<file path="src/rtl/uart_mmio_bridge.sv">
// Memory-mapped UART controller: decodes the data/status words and buffers RX and TX bytes in FIFOs.
// It also paces async_transmitter with a start/busy handshake, so CPU accesses never stall on the line.
module uart_mmio_bridge #(
  parameter logic [31:0] DATA_ADDR     = 32'hBFD003F8,
  parameter logic [31:0] STAT_ADDR     = 32'hBFD003FC,
  parameter int          RX_DEPTH_LOG2 = 4,
  parameter int          TX_DEPTH_LOG2 = 4
) (
  input  logic        clk,
  input  logic        reset,
  input  logic        req,
  input  logic        we,
  input  logic [31:0] addr,
  input  logic [31:0] wdata,
  output logic [31:0] rdata,
  output logic        ack,
  output logic        hit,
  input  logic        rx_ready,
  input  logic [7:0]  rx_data,
  output logic        rx_clear,
  input  logic        tx_busy,
  output logic        tx_start,
  output logic [7:0]  tx_data,
  output logic        rx_overflow
);

  localparam int RXD = 1 << RX_DEPTH_LOG2;
  localparam int TXD = 1 << TX_DEPTH_LOG2;
  localparam logic [RX_DEPTH_LOG2:0] RX_ONE = 1;
  localparam logic [TX_DEPTH_LOG2:0] TX_ONE = 1;

  typedef enum logic [1:0] {S_IDLE, S_START, S_SEND} tx_state_t;

  logic [7:0]             r_rx_mem [RXD];
  logic [7:0]             r_tx_mem [TXD];
  logic [RX_DEPTH_LOG2:0] r_rx_wptr, r_rx_rptr;
  logic [TX_DEPTH_LOG2:0] r_tx_wptr, r_tx_rptr;
  logic [31:0]            r_rdata;
  logic                   r_ack, r_rx_ovf, r_tx_start, r_start_cnt, r_tx_avail;
  logic [7:0]             r_tx_data;
  tx_state_t              r_state, w_next;

  logic w_hit_data, w_hit_stat, w_rx_empty, w_rx_full, w_tx_empty, w_tx_full;
  logic w_rx_pop, w_rx_push, w_tx_pop, w_tx_push;
  logic w_unused;

  assign w_unused   = &{1'b0, wdata[31:8]};
  assign w_hit_data = req && (addr == DATA_ADDR);
  assign w_hit_stat = req && (addr == STAT_ADDR);
  assign hit        = w_hit_data || w_hit_stat;

  assign w_rx_empty = (r_rx_wptr == r_rx_rptr);
  assign w_rx_full  = (r_rx_wptr[RX_DEPTH_LOG2] != r_rx_rptr[RX_DEPTH_LOG2]) &&
                      (r_rx_wptr[RX_DEPTH_LOG2-1:0] == r_rx_rptr[RX_DEPTH_LOG2-1:0]);
  assign w_tx_empty = (r_tx_wptr == r_tx_rptr);
  assign w_tx_full  = (r_tx_wptr[TX_DEPTH_LOG2] != r_tx_rptr[TX_DEPTH_LOG2]) &&
                      (r_tx_wptr[TX_DEPTH_LOG2-1:0] == r_tx_rptr[TX_DEPTH_LOG2-1:0]);

  // A same-cycle pop frees the slot, so a push into a full FIFO is accepted alongside it
  assign w_rx_pop  = w_hit_data && !we && !w_rx_empty;
  assign w_rx_push = rx_ready && (!w_rx_full || w_rx_pop);
  assign w_tx_push = w_hit_data && we && (!w_tx_full || w_tx_pop);

  assign rx_clear    = rx_ready;
  assign rdata       = r_rdata;
  assign ack         = r_ack;
  assign rx_overflow = r_rx_ovf;
  assign tx_start    = r_tx_start;
  assign tx_data     = r_tx_data;

  always_ff @(posedge clk) begin
    if (w_rx_push) r_rx_mem[r_rx_wptr[RX_DEPTH_LOG2-1:0]] <= rx_data;
    if (w_tx_push) r_tx_mem[r_tx_wptr[TX_DEPTH_LOG2-1:0]] <= wdata[7:0];
  end

  always_ff @(posedge clk or posedge reset) begin
    if (reset) begin
      r_ack     <= 1'b0;
      r_rdata   <= 32'd0;
      r_rx_ovf  <= 1'b0;
      r_rx_wptr <= '0;
      r_rx_rptr <= '0;
      r_tx_wptr <= '0;
      r_tx_rptr <= '0;
    end else begin
      r_ack <= hit;
      if (w_hit_stat && !we)
        r_rdata <= {30'd0, !w_rx_empty, !w_tx_full};
      else if (w_hit_data && !we)
        r_rdata <= w_rx_empty ? 32'd0 : {24'd0, r_rx_mem[r_rx_rptr[RX_DEPTH_LOG2-1:0]]};
      if (rx_ready && w_rx_full && !w_rx_pop)
        r_rx_ovf <= 1'b1;
      else if (w_hit_stat && we)
        r_rx_ovf <= 1'b0;
      if (w_rx_push) r_rx_wptr <= r_rx_wptr + RX_ONE;
      if (w_rx_pop)  r_rx_rptr <= r_rx_rptr + RX_ONE;
      if (w_tx_push) r_tx_wptr <= r_tx_wptr + TX_ONE;
      if (w_tx_pop)  r_tx_rptr <= r_tx_rptr + TX_ONE;
    end
  end

  // r_tx_avail delays FIFO occupancy by one cycle, giving the two-cycle ack-to-start latency
  always_comb begin
    w_next   = r_state;
    w_tx_pop = 1'b0;
    case (r_state)
      S_IDLE: begin
        if (r_tx_avail && !w_tx_empty && !tx_busy) begin
          w_tx_pop = 1'b1;
          w_next   = S_START;
        end
      end
      S_START: if (tx_busy || r_start_cnt) w_next = S_SEND;
      S_SEND:  if (!tx_busy) w_next = S_IDLE;
      default: w_next = S_IDLE;
    endcase
  end

  always_ff @(posedge clk or posedge reset) begin
    if (reset) begin
      r_state     <= S_IDLE;
      r_tx_start  <= 1'b0;
      r_tx_data   <= 8'd0;
      r_start_cnt <= 1'b0;
      r_tx_avail  <= 1'b0;
    end else begin
      r_state     <= w_next;
      r_tx_start  <= w_tx_pop;
      r_start_cnt <= (r_state == S_START) && (w_next == S_START);
      r_tx_avail  <= !w_tx_empty;
      if (w_tx_pop) r_tx_data <= r_tx_mem[r_tx_rptr[TX_DEPTH_LOG2-1:0]];
    end
  end

endmodule

</file>
<file path="config.mk">
export PLATFORM = sky130hd
export DESIGN_NAME = uart_mmio_bridge
export DESIGN_NICKNAME = d
export VERILOG_FILES = /design/src/rtl/uart_mmio_bridge.sv
export SDC_FILE = /design/constraint.sdc
export NUM_CORES = 1
export LEC_CHECK = 0
export CAP_MARGIN = 5
export CORE_ASPECT_RATIO = 1.1
export CORE_UTILIZATION = 45
export CTS_CLUSTER_DIAMETER = 40
export CTS_CLUSTER_SIZE = 10
export DETAILED_ROUTE_END_ITERATION = 8
export PLACE_DENSITY = 0.65
export REMOVE_ABC_BUFFERS = 1
export SLEW_MARGIN = 25
export SYNTH_ARGS = -nofsm -noshare
export SYNTH_HDL_FRONTEND = slang
export SYNTH_SLANG_ARGS = --single-unit
</file>
<file path="constraint.sdc">
create_clock -name clk -period 3.6 [get_ports clk]
set_input_delay 0.72 -clock clk [delete_from_list [all_inputs] [get_ports clk]]
set_output_delay 0.72 -clock clk [all_outputs]
set_load 0.01 [all_outputs]
</file>
==> results.md <==
* 5.04 nW — Leakage Power
* 17.6% — global router's overall resource usage
* 0 — Remaining Overflow, GRT
* 1145 — Non-Filler Instances
* 0.794 ns — Worst Max-Slew Pin Slew
* 36 — maximum number of pins on one net before global-route repair
* 0 — final count of pins violating max slew
* sky130_fd_sc_hd__edfxtp_1 — most used flip-flop cell after synthesis
* 0.53 ns — source-to-sink clock delay at the later pin of the worst-skew pair
* 7 — Critical Path Fanout Max
* 0.04 ns — Worst-path clk slew
* 4 — 1st-pass router iterations
* 0 — count of unresolved DRC violations after routing
* false — unrepaired setup endpoints after global routing
* 21.9% — share of layout cells above drive strength 1
* 26400 um^2 — core box area
* 299 — number of sinks on the clock net
* done — clock tree from TritonCTS
* 0.299 GHz — achievable clock frequency
* 123 — count of boundary I/O pins
* sky130_fd_sc_hd__edfxtp_1 (256), sky130_fd_sc_hd__mux4_2 (64), sky130_fd_sc_hd__dfrtp_1 (43) — top cells by count, synth
* 0 — total count of hold-check failures in the final report
* sky130_fd_sc_hd__edfxtp_1 — cell type with the largest total area after synthesis
* 0 — number of instances resized during post-cts repair
* 12200 um^2 — post-synth design cell area
* 175 um — height of the die
* 0 — number of hold-repair buffers added at the cts stage
* 2.63 ns — Data arrival, critical path
* 2 — CTS HTree Levels
* sky130_fd_sc_hd__edfxtp_1 (63%), sky130_fd_sc_hd__mux4_2 (12%), sky130_fd_sc_hd__dfrtp_1 (8.8%), sky130_fd_sc_hd__buf_4 (1.9%), sky130_fd_sc_hd__a22o_1 (1.1%) — top post-synthesis cells by area
* 6072 — routed vias
* sky130_fd_sc_hd__edfxtp_1 — most frequent cell after synthesis
* complete, no violations — outcome
* 20.5 um — Routed wire per std cell
* 6642 — vias in the first global route
* 54 — count of different cell masters after synthesis
* 0.97 ns — worst-case register-to-register setup slack
* 9.61 mW — overall power after layout
* 47.0% — remaining max-slew budget at the tightest pin
* 0 — # setup viols final
* 63.0% — fraction of post-synthesis cell area in the top cell type by area
* 0 — antenna violations before repair
* 15300 um — placed wire-length estimate after detailed placement
* 643 — cells after synthesis
* sky130_fd_sc_hd__clkbuf_16 — Clock Tree Root
* 36900 um — first-pass GRT wire length
* 573 uV — worst voltage drop across the vdd grid
* 0.795 — gp weighted congestion
* input port — crit path launch type
* 1069 — instance count after placement with tap cells included
* 848 — count of nets after finishing
* 3.35 ns — final critical delay including setup and external delays
* 159 um — Die Span X
* 0 — number of diodes added for antenna fixing
* 299 — number of storage elements in the synthesis netlist
* in2out — Setup Crit Path Kind
* 55.6% — final standard cell utilization of the core
* 46.2% — initial core utilization
* 0.131 ns — worst slack at placement
* 14.4% — proportion of synthesized flip-flops having asynchronous set or reset
* 3 — clk buf depth
* 0 — post-CTS setup repair buffer count
* 62 — number of placement rows
* 277 — Detailed Route Iter0 Violations
* 2.88 ns — Worst EP required
* 256 — number of synthesized flops with an enable pin
* 0 — remaining antenna violation count after routing
* 0 — count of maximum capacitance violations
* 5.30 — via density per instance
* 27800 um^2 — area of the die
* 20.4% — P&R area growth vs syn
* 19.0 um^2 — syn_area_per_cell
* 0 ns — total negative slack for setup checks
* 41 — TritonCTS buffer count
* 71.9% — sequential element share of the synthesized area
* 23500 um — total wire length
* 0 — synthesis warning total
* reg2reg — Hold WC Path Type
* 2047 — fill cell instance count of the final layout
* 0.250 ns — final worst setup slack
* 0.0150 ns — skew final
* 655 nW/um^2 — total power per unit cell area
* output pin — crit path capture type
* 93.0% — part of the cycle the worst path needs
* 74 — count of input and output buffers
placed cells by master, fill, tap and decap left out, types with 3 or more instances in the layout:
| master | netlist | final |
|---|---|---|
| sky130_fd_sc_hd__buf_4 | 31 | 36 |
| sky130_fd_sc_hd__nand2b_1 | 3 | 3 |
| sky130_fd_sc_hd__clkinv_4 | 0 | 3 |
| sky130_fd_sc_hd__inv_1 | 7 | 6 |
| sky130_fd_sc_hd__nand2_1 | 24 | 24 |
| sky130_fd_sc_hd__nand4_1 | 4 | 4 |
| sky130_fd_sc_hd__clkbuf_8 | 0 | 3 |
| sky130_fd_sc_hd__o21ai_0 | 10 | 10 |
| sky130_fd_sc_hd__a22o_1 | 15 | 15 |
| sky130_fd_sc_hd__xnor2_1 | 14 | 14 |
| sky130_fd_sc_hd__clkbuf_16 | 0 | 42 |
| sky130_fd_sc_hd__conb_1 | 1 | 24 |
| sky130_fd_sc_hd__dfrtp_1 | 43 | 41 |
| sky130_fd_sc_hd__nor2_1 | 16 | 16 |
| sky130_fd_sc_hd__mux2i_1 | 8 | 8 |
| sky130_fd_sc_hd__nand3_1 | 3 | 3 |
| sky130_fd_sc_hd__clkbuf_1 | 4 | 20 |
| sky130_fd_sc_hd__mux4_2 | 64 | 64 |
| sky130_fd_sc_hd__a211oi_1 | 7 | 7 |
| sky130_fd_sc_hd__xor2_1 | 14 | 14 |
| sky130_fd_sc_hd__and3_1 | 13 | 13 |
| sky130_fd_sc_hd__nor3_1 | 5 | 5 |
| sky130_fd_sc_hd__a21oi_1 | 8 | 8 |
| sky130_fd_sc_hd__nor2b_1 | 15 | 15 |
| sky130_fd_sc_hd__edfxtp_1 | 256 | 256 |
| sky130_fd_sc_hd__mux2_2 | 3 | 3 |
| sky130_fd_sc_hd__ha_1 | 10 | 10 |
| sky130_fd_sc_hd__clkdlybuf4s50_1 | 0 | 74 |
| sky130_fd_sc_hd__a221oi_1 | 8 | 8 |
per-layer routing:
metal  part of all wire, %  routed length (um)  up-vias  track usage [%]
li1                      -                   -     2766                -
met1                    39                9260     3123             20.1
met2                    55               12900      137             32.7
met3                   3.6                 852       46             3.44
met4                   2.1                 490        0             6.13
met5                     0                   0        -                0
path summary, 6_finish.rpt:
check / endpoint / cells after the start / from
worst max-delay path: hit / 5 / addr[7]
worst min-delay path: r_start_cnt / 1 / r_start_cnt
worst max register to register: r_rx_mem[8][6] / 7 / r_rx_rptr[3]
worst min register to register: r_start_cnt / 1 / r_start_cnt
max in group asynchronous: ack / 3 / reset
min in group asynchronous: tx_data[4] / 2 / reset
kinds of logic after synthesis:
family                   after synthesis  share of synthesized area, %
flip-flops                           299                          71.9
AND/OR/NAND/NOR                      106                          5.15
multiplexers                          75                          12.8
buffers and inverters                 66                          3.29
AO/OA/AOI/OAI                         58                          3.87
XOR/XNOR                              28                          2.01
adder cells (fa/ha/maj)               10                          1.03
other                                  1                        0.0308
power breakdown:
part	switching, mW	internal (mW)	total (mW)
Clock	1.41	2.39	3.80
Combinational	0.832	0.784	1.62
Sequential	0.156	4.04	4.20
registers in the layout, summed over array words and instances (netlist names):
signal       cells
ack              1
rdata            8
r_rx_rptr        5
r_tx_mem       128
r_state          2
r_rx_wptr        5
tx_start         1
tx_data          8
r_tx_avail       1
r_rx_mem       128
r_start_cnt      1
r_tx_rptr        5
rx_overflow      1
r_tx_wptr        5
area by class of cell:
cell class | count | area, um^2 | share of cell area [%]
Tap cell | 352 | 440 | 3.00
Multi-Input combinational cell | 301 | 3120 | 21.2
Clock buffer | 65 | 1170 | 7.95
Clock inverter | 11 | 150 | 1.02
Timing Repair Buffer | 110 | 1010 | 6.89
Inverter | 7 | 26.3 | 0.179
Sequential cell | 299 | 8770 | 59.7
worst max-delay path, cell delays in order:
cell and delay, ns:
sky130_fd_sc_hd__clkdlybuf4s50_1 0.46, sky130_fd_sc_hd__nor4bb_1 0.33, sky130_fd_sc_hd__nand4_2 0.32, sky130_fd_sc_hd__nor2_1 0.23, sky130_fd_sc_hd__clkdlybuf4s50_1 0.57
metrics by stage:
stage / hold slack (ns) / instance area, um^2
finish: 0.453 / 14700
global route: 0.489 / 14700
global placement: 0.425 / 13400
floorplan: 0.414 / 11900
CTS: 0.457 / 14700
detailed placement: 0.450 / 13400
(Power assumes the default switching activity.)
